File: src/rtl/display_arbiter_if.sv
// Display bus between the requesting sources and the arbiter that drives the segment controller.
// The master modport is the source/controller side; the slave modport is the arbiter.
interface display_arbiter_if #(
    parameter int NUM_REQ = 3
);
    logic [NUM_REQ-1:0]    request;
    logic [16*NUM_REQ-1:0] dataIn;
    logic [4*NUM_REQ-1:0]  pointsIn;
    logic [15:0]           data;
    logic [3:0]            pointEnable;
    logic [NUM_REQ-1:0]    grant;
    logic                  grantValid;
    logic                  switched;

    modport master (
        output request, dataIn, pointsIn,
        input  data, pointEnable, grant, grantValid, switched
    );

    modport slave (
        input  request, dataIn, pointsIn,
        output data, pointEnable, grant, grantValid, switched
    );
endinterface

File: src/rtl/display_arbiter.sv
// Round-robin owner of the shared 4-digit display: fair rotation after a minimum dwell,
// immediate release when the owner withdraws, fully registered outputs.
module display_arbiter #(
    parameter int NUM_REQ      = 3,
    parameter int DWELL_CYCLES = 25_000_000
) (
    input  logic             clock,
    input  logic             reset,
    display_arbiter_if.slave bus
);
    localparam int IDX_W = (NUM_REQ > 1) ? $clog2(NUM_REQ) : 1;
    localparam int CNT_W = (DWELL_CYCLES > 1) ? $clog2(DWELL_CYCLES) : 1;
    localparam logic [CNT_W-1:0] DWELL_LAST = CNT_W'(DWELL_CYCLES - 1);

    localparam logic [0:0] ST_IDLE  = 1'b0;
    localparam logic [0:0] ST_OWNED = 1'b1;

    logic [0:0]         state_q, state_d;
    logic [IDX_W-1:0]   owner_q, owner_d;
    logic [IDX_W-1:0]   rr_ptr_q, rr_ptr_d;
    logic [CNT_W-1:0]   count_q, count_d;
    logic [NUM_REQ-1:0] grant_q, grant_d;
    logic               grant_valid_q, grant_valid_d;
    logic [15:0]        data_q, data_d;
    logic [3:0]         point_q, point_d;
    logic               switched_q, switched_d;

    logic [NUM_REQ-1:0] owner_mask;
    logic [NUM_REQ-1:0] others;
    logic [IDX_W:0]     idle_pick;
    logic [IDX_W:0]     next_pick;
    logic               dwell_done;
    logic               owner_req;

    // Returns {found, index} of the first set bit at start, start+1, ... modulo NUM_REQ.
    function automatic logic [IDX_W:0] rr_search(input logic [NUM_REQ-1:0] req,
                                                 input logic [IDX_W-1:0]   start);
        logic [IDX_W:0] result;
        int j;
        result = '0;
        for (int i = NUM_REQ - 1; i >= 0; i--) begin
            j = int'(start) + i;
            if (j >= NUM_REQ) j = j - NUM_REQ;
            if (req[j]) result = {1'b1, IDX_W'(j)};
        end
        return result;
    endfunction

    function automatic logic [IDX_W-1:0] wrap_inc(input logic [IDX_W-1:0] idx);
        return (int'(idx) == NUM_REQ - 1) ? '0 : idx + 1'b1;
    endfunction

    always_comb begin
        // NOTE: every variable gets a default before any branch, so no path can infer a latch.
        state_d    = state_q;
        owner_d    = owner_q;
        rr_ptr_d   = rr_ptr_q;
        count_d    = count_q;
        owner_mask = '0;
        owner_mask[owner_q] = 1'b1;
        others     = bus.request & ~owner_mask;
        owner_req  = bus.request[owner_q];
        dwell_done = (count_q == DWELL_LAST);
        idle_pick  = rr_search(bus.request, rr_ptr_q);
        next_pick  = rr_search(others, wrap_inc(owner_q));

        case (state_q)
            ST_IDLE: begin
                if (idle_pick[IDX_W]) begin
                    state_d = ST_OWNED;
                    owner_d = idle_pick[IDX_W-1:0];
                end
            end
            default: begin
                if ((!owner_req || dwell_done) && next_pick[IDX_W]) begin
                    owner_d = next_pick[IDX_W-1:0];
                end else if (!owner_req) begin
                    state_d = ST_IDLE;
                end else if (!dwell_done) begin
                    count_d = count_q + 1'b1;
                end
            end
        endcase

        // A fresh owner restarts its dwell and moves the fairness pointer past itself.
        if (state_d == ST_OWNED && (state_q == ST_IDLE || owner_d != owner_q)) begin
            count_d  = '0;
            rr_ptr_d = wrap_inc(owner_d);
        end

        grant_d = '0;
        data_d  = '0;
        point_d = '0;
        if (state_d == ST_OWNED) begin
            grant_d[owner_d] = 1'b1;
            data_d  = bus.dataIn[16*int'(owner_d) +: 16];
            point_d = bus.pointsIn[4*int'(owner_d) +: 4];
        end
        grant_valid_d = |grant_d;
        switched_d    = (grant_d != grant_q);
    end

    // NOTE: non-blocking assignments so every flop samples the pre-edge value of its _d.
    always_ff @(posedge clock or posedge reset) begin
        if (reset) begin
            state_q       <= ST_IDLE;
            owner_q       <= '0;
            rr_ptr_q      <= '0;
            count_q       <= '0;
            grant_q       <= '0;
            grant_valid_q <= 1'b0;
            data_q        <= '0;
            point_q       <= '0;
            switched_q    <= 1'b0;
        end else begin
            state_q       <= state_d;
            owner_q       <= owner_d;
            rr_ptr_q      <= rr_ptr_d;
            count_q       <= count_d;
            grant_q       <= grant_d;
            grant_valid_q <= grant_valid_d;
            data_q        <= data_d;
            point_q       <= point_d;
            switched_q    <= switched_d;
        end
    end

    assign bus.grant       = grant_q;
    assign bus.grantValid  = grant_valid_q;
    assign bus.data        = data_q;
    assign bus.pointEnable = point_q;
    assign bus.switched    = switched_q;
endmodule
File: src/flat_wrapper.sv
// flat-port wrapper written by rule: the top's interface ports become plain ports
module display_arbiter_flat 
#(
    parameter int NUM_REQ      = 3,
    parameter int DWELL_CYCLES = 25_000_000
)
  (clock, reset, bus_request, bus_dataIn, bus_pointsIn, bus_data, bus_pointEnable, bus_grant, bus_grantValid, bus_switched);
  display_arbiter_if #(.NUM_REQ(NUM_REQ)) bus_i ();
  input  logic clock;
  input  logic reset;
  input wire logic [$bits(bus_i.request)-1:0] bus_request;
  input wire logic [$bits(bus_i.dataIn)-1:0] bus_dataIn;
  input wire logic [$bits(bus_i.pointsIn)-1:0] bus_pointsIn;
  output wire logic [$bits(bus_i.data)-1:0] bus_data;
  output wire logic [$bits(bus_i.pointEnable)-1:0] bus_pointEnable;
  output wire logic [$bits(bus_i.grant)-1:0] bus_grant;
  output wire logic [$bits(bus_i.grantValid)-1:0] bus_grantValid;
  output wire logic [$bits(bus_i.switched)-1:0] bus_switched;
  assign bus_i.request = bus_request;
  assign bus_i.dataIn = bus_dataIn;
  assign bus_i.pointsIn = bus_pointsIn;
  assign bus_data = bus_i.data;
  assign bus_pointEnable = bus_i.pointEnable;
  assign bus_grant = bus_i.grant;
  assign bus_grantValid = bus_i.grantValid;
  assign bus_switched = bus_i.switched;
  display_arbiter #(.NUM_REQ(NUM_REQ), .DWELL_CYCLES(DWELL_CYCLES)) u_core (.clock(clock), .reset(reset), .bus(bus_i));
endmodule
File: config.mk
export PLATFORM = sky130hd
export DESIGN_NAME = display_arbiter_flat
export DESIGN_NICKNAME = d
export VERILOG_FILES = /design/src/rtl/display_arbiter_if.sv /design/src/rtl/display_arbiter.sv /design/src/flat_wrapper.sv
export SDC_FILE = /design/constraint.sdc
export NUM_CORES = 1
export LEC_CHECK = 0
export CAP_MARGIN = 15
export CORE_ASPECT_RATIO = 1.25
export CORE_MARGIN = 5
export CORE_UTILIZATION = 47
export CTS_CLUSTER_DIAMETER = 100
export DETAILED_ROUTE_END_ITERATION = 8
export PLACE_DENSITY = 0.91
export SYNTH_ARGS = -nofsm -noshare
export SYNTH_HDL_FRONTEND = slang
export SYNTH_SLANG_ARGS = --single-unit
File: constraint.sdc
create_clock -name clock -period 2.8 [get_ports clock]
set_input_delay 0.28 -clock clock [delete_from_list [all_inputs] [get_ports clock]]
set_output_delay 0.28 -clock clock [all_outputs]
set_load 0.03 [all_outputs]
**Word level (Yosys, flattened, before mapping)**

Cells that the tools add are included.
W data, S select, Z words.

- Register bits: 55
- Logic and storage cells: 114

- $add $sub $neg: 13
- $lt $le $gt $ge: 16
- Equality and inequality tests: 7
- Shift operators: 2
- Mux-type cells: 53
- Bitwise logic cells: 3
- Reduce and logical (&&, ||, !) cells: 11

Operator list:

| kind | count |
|---|---|
| $lt A32 B4 Y1 const B | 6 |
| $mux W32 | 6 |
| $ge A32 B3 Y1 const B | 4 |
| $sub A32 B3 Y32 const B | 4 |
| $mux W25 | 5 |
| $shiftx A48 B7 Y16 | 1 |
| $add A25 B1 Y25 const B | 1 |
| $eq A25 B25 Y1 const B | 1 |
| $mux W3 | 7 |
| $mux W1 | 19 |
| $mux W16 | 1 |
| $bmux W1 S2 | 7 |
| $shiftx A12 B5 Y4 | 1 |
| $mux W2 | 5 |
| $add A2 B1 Y3 const B | 2 |
| $add A2 B2 Y3 const B | 2 |
| $lt A2 B3 Y1 const B | 2 |
| $sub A2 B2 Y3 const B | 2 |
| $add A2 B1 Y2 const B | 2 |
| $demux W1 S2 | 2 |
| $eq A2 B2 Y1 const B | 2 |
| $ge A2 B1 Y1 const B | 2 |
| $ge A2 B2 Y1 const B | 2 |
| $logic_and A1 B1 Y1 | 4 |
| 12 further kinds | 15 |

**Longest topological paths before layout**

- Depth after elaboration: 21
- Gate-level depth with buffers: 11

**Worst setup path after synthesis**

No wires, ideal clock.

- Path type: flip-flop to flip-flop
- Start point: register u_core.rr_ptr_q[0]
- End point: register u_core.rr_ptr_q[0]
- Data arrival time: 2.446 ns
- Required time: 2.696 ns
- Setup slack: 0.250 ns
- Stages on the path, launching flop included: 10
- Path through: dfrtp_1 > inv_1 > ha_1 > maj3_1 > a2111oi_2 > a21oi_1 > inv_1 > nand3_1 > a311o_1 > o311ai_1

- Word-level cells in the longest chain between the ends: 14
- Elaborated cells between the ends (all ways): 33
- Those cells by class: add/sub (6); order compare (3); eq/ne (2); mux (20); reduce/logical (2)

Ends and longest elaborated chain:

| what | RTL line | source |
|---|---|---|
| from (decl) | display_arbiter.sv:20 | `logic [IDX_W-1:0] rr_ptr_q, rr_ptr_d;` |
| from (signal assigned) | display_arbiter.sv:118 | `rr_ptr_q <= rr_ptr_d;` |
| $add A2 B2 Y3 | display_arbiter.sv:42 | `j = int'(start) + i;` |
| $sub A32 B3 Y32 / $ge A32 B3 Y1 (equally long branches) | display_arbiter.sv:43 | `if (j >= NUM_REQ) j = j - NUM_REQ;` |
| $mux W32 | display_arbiter.sv:43 |  |
| $bmux W1 S2 | display_arbiter.sv:44 | `if (req[j]) result = {1'b1, IDX_W'(j)};` |
| $mux W1 (not written as such) (2 in a row) | display_arbiter.sv:44 |  |
| $mux W3 (2 in a row) | display_arbiter.sv:44 |  |
| $mux W3 * | display_arbiter.sv:44 |  |
| parallel branches: the longest is 5 deep, another holds $add A2 B1 Y2 | n/a |  |

Mark *: on every way between the ends. The select of a mux whose other input is x is not followed.
A chain may end at the register's enable or synchronous reset.

**Final worst setup path**

- Start point: register u_core.rr_ptr_q[0]
- End point: register u_core.data_q[6] (netlist: u_core.bus.data[6])

- Word-level cells in the longest chain between the ends: 13
- Elaborated cells between the ends (all ways): 29
- Those cells by class: add/sub (5); order compare (3); shift (1); mux (20)

Ends and longest elaborated chain:

| what | RTL line | source |
|---|---|---|
| $add A2 B2 Y3 | display_arbiter.sv:42 |  |
| $sub A32 B3 Y32 / $ge A32 B3 Y1 (equally long branches) | display_arbiter.sv:43 |  |
| $mux W32 | display_arbiter.sv:43 |  |
| $bmux W1 S2 | display_arbiter.sv:44 |  |
| $mux W1 (not written as such) (2 in a row) | display_arbiter.sv:44 |  |
| $mux W3 (2 in a row) | display_arbiter.sv:44 |  |
| $mux W3 * | display_arbiter.sv:44 |  |
| $mux W2 | display_arbiter.sv:69 | `if (idle_pick[IDX_W]) begin` |
| $mux W2 | display_arbiter.sv:67 | `case (state_q)` |
| $shiftx A48 B7 Y16 | display_arbiter.sv:96 | `data_d = bus.dataIn[16*int'(owner_d) +: 16];` |
| $mux W16 * | display_arbiter.sv:94 | `if (state_d == ST_OWNED) begin` |
| net u_core.data_d[6] | display_arbiter.sv:24 | `logic [15:0] data_q, data_d;` |
| to (signal assigned) | display_arbiter.sv:122 | `data_q <= data_d;` |
| to (decl) | display_arbiter.sv:24 |  |

The timed path passes the listed nets; every way through them passes the cells marked *. The select of a mux whose other input is x is not followed.

==> flow_summary.ini <==
[floorplanning]
die_h_um = 99.4
placementRows = 32
core-area_sq_mm = 0.00621
dieArea_sq_mm = 0.00810
io_pins = 90
die_x_um = 81.5
start_util = 0.484

[synthesis]
synth_warnings = 0
synth_edf_count = 0
synth_cell_types = 49
synthCells = 322
synth_nets = 390
yosysSeqAreaShare = 0.458
syn-cell-area_sq_mm = 0.00300
ys_top_cells_by_count = 55 x dfrtp_1, 41 x nand2_1, 34 x nor2_1
synth_most_common_cell = dfrtp_1
synth_largest_area_cell = dfrtp_1
synth_top_area_frac = 0.458
ys_ff_latch = 55
synth.top_cells.by_area = dfrtp_1 46%, mux2i_1 7.3%, nand2_1 5.1%
ys.flop_type = dfrtp_1
avgSynthCellArea_sq_um = 9.33
synth-async-reset-ratio = 1.00

[finish]
postLayoutCellArea_sq_mm = 0.00425
nFillCells = 455
nets = 485
drive_above_1_share = 0.0813
multi_input_area_sq_mm = 0.00151
area_growth_pct = 41.4
final_core_util = 0.684
seqCellArea_sq_mm = 0.00138
antenna_cells = 0

[detailed_routing]
vias = 2834
vias_per_cell = 5.63
ant_nets = 0
drt_wl_total_mm = 8.07
drcViolationCount = 0
drtIter0Drc = 194
wl_per_cell_um = 16.0
drt_first_pass_iters = 4

[global_route]
grt_max_degree = 26
grt_pass1_vias = 2915
grt_overflow = 0
grt_antenna_before_repair = 0
grt_first_pass_wirelength_mm = 13.3
grtUsageTotal = 0.211

[timing]
rsz0062_at_grt = no
tightest_slew_ns = 0.542
totalNegativeSetupSlack_ns = 0
slew_violations = 0
slew_headroom = 0.637
finalCritPeriodShare = 0.934
min_period_ns = 2.61
max_freq_ghz = 0.383
setup_viol = 0
hold_violations = 0
fin_skew_ns = 0.0177

[setup_path]
cp-start-kind = flop
critical_path_peak_fanout = 10
timing.rr.end = u_core.bus.data[6]
reg2reg_depth = 10
cp.required_ns = 3.01
crit_chain = inv_1 > ha_2 > maj3_1 > a2111oi_4 > a21oi_1 > a21oi_2 > inv_2 > buf_12 > mux2i_1 > o22ai_1
crit_slowest_cell = dfrtp_1
cp.arrival_ns = 2.83
setup.worst_path.class = reg2reg
critPathMaxStageDelay_ns = 0.41
rr_startpoint = u_core.rr_ptr_q[0]
cp-endpoint = u_core.bus.data[6]
crit_start = u_core.rr_ptr_q[0]
worst_setup_path_end_kind = flop
r2r_slack_ns = 0.19

[clock_tree]
cts-hold-fix-buffers = 0
cts_root_buffer = clkbuf_8
htree_num_levels = 2
cts_tree = done
clk_latency_ns = 0.33
cts_buffers = 5
cts_sinks = 55
clk_path_buf_depth = 2
clkSlewWorstSetupHoldPaths_ns = 0.11

[power_and_ir_drop]
p_switching_mw = 1.80
cellPowerDensity_mw_per_mm2 = 997
peakVddDrop_uv = 850
clockPowerShare = 0.152
p_int_mw = 2.43
pwr-share-seq = 0.271
leakagePower_nw = 1.85
pwr-share-comb = 0.577
switching_share = 0.426

[place]
gp_congestion = 0.834
placed_cell_area_sq_mm = 0.00408
portBuffers = 89
post-dp-hpwl_mm = 6.24

[job]
max_cap_viol_count = 0

[min_path]
hp-class = in2async

[status]
run_status = finished, final reports clean
==> stage by stage <==
step | hold slack (ns) | instances | worst slack [ns] | power, mW
after floorplan | 0.425 | 322 | 0.250 | 2.65
after global placement | 0.502 | 493 | 0.147 | 3.48
after detailed placement | 0.514 | 493 | 0.0310 | 3.56
after global routing | 0.242 | 503 | 0.0241 | 4.46
final | 0.213 | 503 | 0.186 | 4.24
after CTS | 0.228 | 501 | 0.0140 | 4.21
==> layer usage <==
layer	track usage	up-vias	routed length (um)
met5	0	-	0
met4	0.0845	0	225
met3	0.0978	21	913
met2	0.356	132	4030
met1	0.224	1353	2900
li1	-	1328	-
==> power groups by stage <==
| stage | Clock, mW | Combinational [mW] | Sequential [mW] |
|---|---|---|---|
| 6_report | 0.645 | 2.44 | 1.15 |
| 5_1_grt | 0.676 | 2.61 | 1.18 |
| 4_1_cts | 0.647 | 2.42 | 1.15 |
| 3_5_place_dp | 0 | 2.40 | 1.16 |
| 3_3_place_gp | 0 | 2.33 | 1.15 |
| 2_1_floorplan | 0 | 1.25 | 1.41 |
==> cells by family (layout without fill, tap and decap cells) <==
group / count (synthesis) / after routing / share of synthesized area
AO/OA/AOI/OAI: 57 / 57 / 0.137
adder cells (fa/ha/maj): 5 / 5 / 0.0192
XOR/XNOR: 23 / 23 / 0.0671
multiplexers: 22 / 22 / 0.0733
buffers and inverters: 33 / 129 / 0.0450
AND/OR/NAND/NOR: 127 / 127 / 0.200
flip-flops: 55 / 55 / 0.458
==> cells in the final DEF, fill, tap and decap left out, types with 6 or more instances in the layout <==
master	synthesis	layout
o21ai_0	6	6
mux2i_1	22	22
inv_1	13	12
nand3_1	18	18
dfrtp_1	55	55
clkdlybuf4s50_1	0	89
xor2_1	15	15
nand2_1	41	41
xnor2_1	8	8
o22ai_1	21	21
buf_4	2	15
nor3_1	7	7
nor2_1	34	34
==> flip-flops by register name (all words and copies together), names as in the netlist <==
signal,flops
u_core.bus.grant,3
u_core.bus.data,16
u_core.state_q,1
u_core.count_q,25
u_core.bus.pointEnable,4
u_core.rr_ptr_q,2
u_core.owner_q,2
u_core.bus.switched,1
u_core.bus.grantValid,1
==> cell type report <==
| class | instances | area share |
|---|---|---|
| multi-input combinational | 234 | 0.355 |
| sequential | 55 | 0.324 |
| timing repair buffer | 107 | 0.250 |
| tap | 85 | 0.0250 |
| clock inverter | 3 | 0.0168 |
| clock buffer | 5 | 0.0162 |
| inverter | 14 | 0.0124 |
==> worst max-delay path, delay by kind of cell (launching register included) <==
family / cells / cell delay, ns
fa+ha+maj: 2 / 0.72
mux: 1 / 0.18
flops: 1 / 0.41
compound gates: 4 / 0.83
buf+inv: 3 / 0.36
==> timing repair <==
item / CTS / global route
setup buffers: 0 / 2
gates resized for setup: 0 / 2
endpoints found under the setup margin: 0 / 23
==> worst min-delay path by stage <==
stage | startpoint | slack (ns) | cells past startpoint | endpoint
after detailed placement | u_core.rr_ptr_q[0] | 0.51 | 2 | u_core.rr_ptr_q[0]
after global routing | reset | 0.24 | 2 | u_core.bus.grantValid
after CTS | reset | 0.23 | 2 | u_core.bus.grantValid
after floorplan | bus_pointsIn[6] | 0.43 | 2 | u_core.bus.pointEnable[2]
after global placement | u_core.rr_ptr_q[0] | 0.50 | 2 | u_core.rr_ptr_q[0]
final | reset | 0.21 | 2 | u_core.bus.grant[1]
Power figures use the tool's default switching activity.
